--- src/rtl/regfile_wb_arbiter.sv ---
// regfile_wb_arbiter: round-robin A/B write-back arbiter for the register file write port; REGFILE_WB_ZERO_DROP_EN suppresses writes to register 0
module regfile_wb_arbiter #(
  parameter int ADDR_W = 6,
  parameter int DATA_W = 32
) (
  input  logic              clk,
  input  logic              rst,
  input  logic              a_valid,
  input  logic [ADDR_W-1:0] a_rd,
  input  logic [DATA_W-1:0] a_data,
  output logic              a_ready,
  input  logic              b_valid,
  input  logic [ADDR_W-1:0] b_rd,
  input  logic [DATA_W-1:0] b_data,
  output logic              b_ready,
  input  logic              hold,
  output logic              wrt,
  output logic [ADDR_W-1:0] rd,
  output logic [DATA_W-1:0] dataIn,
  input  logic [ADDR_W-1:0] q_rs,
  output logic              q_busy,
  output logic              last_grant
);
  typedef enum logic {PRI_B = 1'b0, PRI_A = 1'b1} pri_t;
  pri_t state, state_nx;
  logic slot_free, grant_b, accept, wrt_nx;
  logic [ADDR_W-1:0] sel_rd;
  logic [DATA_W-1:0] sel_data;
  assign slot_free = !wrt || !hold;
  assign last_grant = state;
  always_ff @(posedge clk)
    if (rst) state <= PRI_A;
    else state <= state_nx;
  always_comb begin
    grant_b = b_valid && (!a_valid || state == PRI_B);
    a_ready = !rst && slot_free && a_valid && !grant_b;
    b_ready = !rst && slot_free && grant_b;
    accept = a_ready || b_ready;
    state_nx = accept ? (grant_b ? PRI_A : PRI_B) : state;
    sel_rd = grant_b ? b_rd : a_rd;
    sel_data = grant_b ? b_data : a_data;
  end
`ifdef REGFILE_WB_ZERO_DROP_EN
  assign wrt_nx = sel_rd != '0;
  assign q_busy = wrt && rd == q_rs && q_rs != '0;
`else
  assign wrt_nx = 1'b1;
  assign q_busy = wrt && rd == q_rs;
`endif
  always_ff @(posedge clk)
    if (rst) begin
      wrt <= 1'b0;
      rd <= '0;
      dataIn <= '0;
    end else if (accept) begin
      wrt <= wrt_nx;
      rd <= sel_rd;
      dataIn <= sel_data;
    end else if (slot_free) wrt <= 1'b0;
endmodule

--- config.mk ---
export PLATFORM = sky130hd
export DESIGN_NAME = regfile_wb_arbiter
export DESIGN_NICKNAME = d
export VERILOG_FILES = /design/src/rtl/regfile_wb_arbiter.sv
export SDC_FILE = /design/constraint.sdc
export NUM_CORES = 1
export LEC_CHECK = 0
export CAP_MARGIN = 25
export CORE_ASPECT_RATIO = 1.2
export CORE_MARGIN = 3
export CORE_UTILIZATION = 38
export CTS_BUF_LIST = sky130_fd_sc_hd__clkbuf_4 sky130_fd_sc_hd__clkbuf_8 sky130_fd_sc_hd__clkbuf_16
export CTS_CLUSTER_DIAMETER = 200
export DETAILED_ROUTE_END_ITERATION = 10
export PLACE_DENSITY_LB_ADDON = 0.15
export RECOVER_POWER = 25
export SLEW_MARGIN = 20
export SYNTH_ARGS = -nofsm -noshare
export SYNTH_HDL_FRONTEND = slang
export SYNTH_SLANG_ARGS = --single-unit
--- constraint.sdc ---
create_clock -name clk -period 1.9 [get_ports clk]
set_input_delay 0.38 -clock clk [delete_from_list [all_inputs] [get_ports clk]]
set_output_delay 0.38 -clock clk [all_outputs]
set_load 0.05 [all_outputs]
==> impl_metrics.ini <==
[run_status]
status = completed

[job]
cap_violations = 0

[sta]
finalHoldViolCount = 0
finalWorstSetupSlack_ns = 0.0588
max_freq_mhz = 543
rsz0062_at_grt = false
period_share = 0.969
max_slew_margin = 0.581
holdWs_ns = 0.557
slew_viol_final = 0
min_period_ns = 1.84
finalClockSkew_ns = 0.00777
finalSetupViolCount = 0
tightest_slew_ns = 0.631

[power_and_ir_drop]
ir_drop_uv = 416
powerDensity_nw_per_um2 = 753
p_leak_nw = 1.29
finalPower_mw = 2.50

[synthesis]
syn_inst = 192
ys_seq_area_frac = 0.424
synthTopCellsByArea = dfxtp_1 (42%), o221a_1 (11%), o221a_2 (11%)
ys_top_cells_by_count = dfxtp_1 (40), inv_1 (38), a21oi_1 (20), a21oi_2 (20)
synth_top_cell_area_share = 0.424
syn-cell-area_um2 = 1890
syn_avg_cell_area_um2 = 9.83
synth-edff-count = 0
synth_nets = 279
synthMostInstantiatedCell = dfxtp_1
ys_seq_elements = 40
yosysTopAreaCell = dfxtp_1
yosys.cell_types.count = 23
ys_warn_count = 0
async_flop_share = 0
synth-main-ff-cell = dfxtp_1

[die]
die_area_um2 = 5850
die_w_um = 70.3
ios = 130
start_util = 0.402
coreArea_um2 = 4700
rows = 27
die_y_um = 83.2

[cts]
root_buffer = clkbuf_8
path_clk_slew_ns = 0.08
cts_sinks = 40
htreeDepth = 2
cts_made_buffers = 5
cts_tree = yes
clk_latency_ns = 0.28
post_cts_buffers = 0
cts.path.max_buffers = 2

[grt]
grt_max_degree = 26
grt_usage = 0.201
grt_pass1_vias = 2022
grt-ovfl-total = 0
grt_pass1_wl_um = 9670
antenna_found_initial = 0

[cells_and_area]
multi_input_area_um2 = 868
fillers = 381
final_cells = 384
drive_gt1_frac = 0.209
regArea_um2 = 801
fin_nets = 412
utilization = 0.707
area_growth_pct = 75.9
antennaDiodeCount = 0

[route]
drc = 0
drtAntennaViolNets = 0
wl_per_cell_um = 15.5
via_per_inst = 5.02
wl_um = 5950
vias = 1927
first_pass_iters = 4
drt-initial-drc-count = 78

[critical_path]
reg2reg_slack_ns = 0.41
critPathKind = input port to output port
crit_path_end_kind = output port
cp-start-kind = input port
critical_path_required_ns = 1.52
ff2ff_path_depth = 4
r2r-end = dataIn[17]
r2r-start = wrt
cp_max_fo = 1
crit_arrival_ns = 1.46

[placed_design]
dp.cells = 376
gp_congestion = 0.785
dp.final_hpwl_um = 4660
io_buffer_count = 129
pre_cts_ws_ns = -0.0215

[hold_path]
hp-class = register to register
hp-start = dataIn[29]
worstHoldPathCells = 3
min_to = dataIn[29]
==> metal layers <==
layer,share of wire,global-route usage
met1,0.38,0.225
met2,0.54,0.366
met3,0.072,0.0617
met4,0.0060,0.0436
met5,0,0
==> worst max-delay path, stage by stage <==
cell             delay [ns]
clkdlybuf4s50_1        0.41
xor2_1                 0.17
nor4_4                 0.32
buf_12                 0.18
==> timing repair <==
item                       4_1_cts  5_1_grt
pin swaps                        5        1
setup endpoints to repair        1        1
hold buffers                     0        0
gates resized for setup          3        2
hold endpoints to repair         0        0
==> layout make-up <==
cell class	count	area share
clock buffer	8	0.0294
inverter	38	0.0429
multi-input combinational	97	0.261
sequential	40	0.241
tap	58	0.0218
timing repair buffer	143	0.403
==> cells by family after synthesis <==
logic type             synth area share
AO/OA/AOI/OAI                     0.381
XOR/XNOR                         0.0278
buffers and inverters             0.137
flip-flops                        0.424
AND/OR/NAND/NOR                  0.0298
==> worst max path at each step <==
stage	start	to	slack [ns]	cells past startpoint
6_report	q_rs[3]	q_busy	0.06	4
5_1_grt	hold	a_ready	0.01	5
4_1_cts	q_rs[5]	q_busy	0.02	4
3_5_place_dp	q_rs[2]	q_busy	-0.02	5
3_3_place_gp	q_rs[2]	q_busy	0.006	5
2_1_floorplan	rd[2]	q_busy	-0.02	3
==> cell usage in the layout (no fill, tap or decap), types with 2 or more instances in the layout <==
cell type	Yosys	final
a21oi_1	20	23
a21oi_2	20	17
buf_12	0	3
buf_2	6	2
buf_4	2	12
clkbuf_1	3	12
clkbuf_4	0	2
clkbuf_8	0	6
clkdlybuf4s50_1	0	109
dfxtp_1	40	40
dlygate4sd2_1	0	3
inv_1	38	38
nand3_1	2	2
o221a_1	19	19
o221a_2	19	19
xnor2_1	3	3
xor2_1	3	2
==> stage by stage <==
| stage | area, µm² | TNS (ns) |
|---|---|---|
| 6_report | 3320 | 0 |
| 5_1_grt | 3320 | 0 |
| 4_1_cts | 3390 | 0 |
| 3_5_place_dp | 3290 | -0.0215 |
| 3_3_place_gp | 3290 | 0 |
| 2_1_floorplan | 1910 | -0.0216 |
==> sequential cells by signal (all words and copies together) (netlist names) <==
signal / flops
dataIn: 32
wrt: 1
last_grant: 1
rd: 6
==> power breakdown <==
part / total, mW / switching (mW) / internal, mW
clock network: 0.597 / 0.272 / 0.325
logic: 0.935 / 0.528 / 0.407
registers: 0.971 / 0.0502 / 0.921
total: 2.50 / 0.850 / 1.65
(Power assumes the default switching activity.)
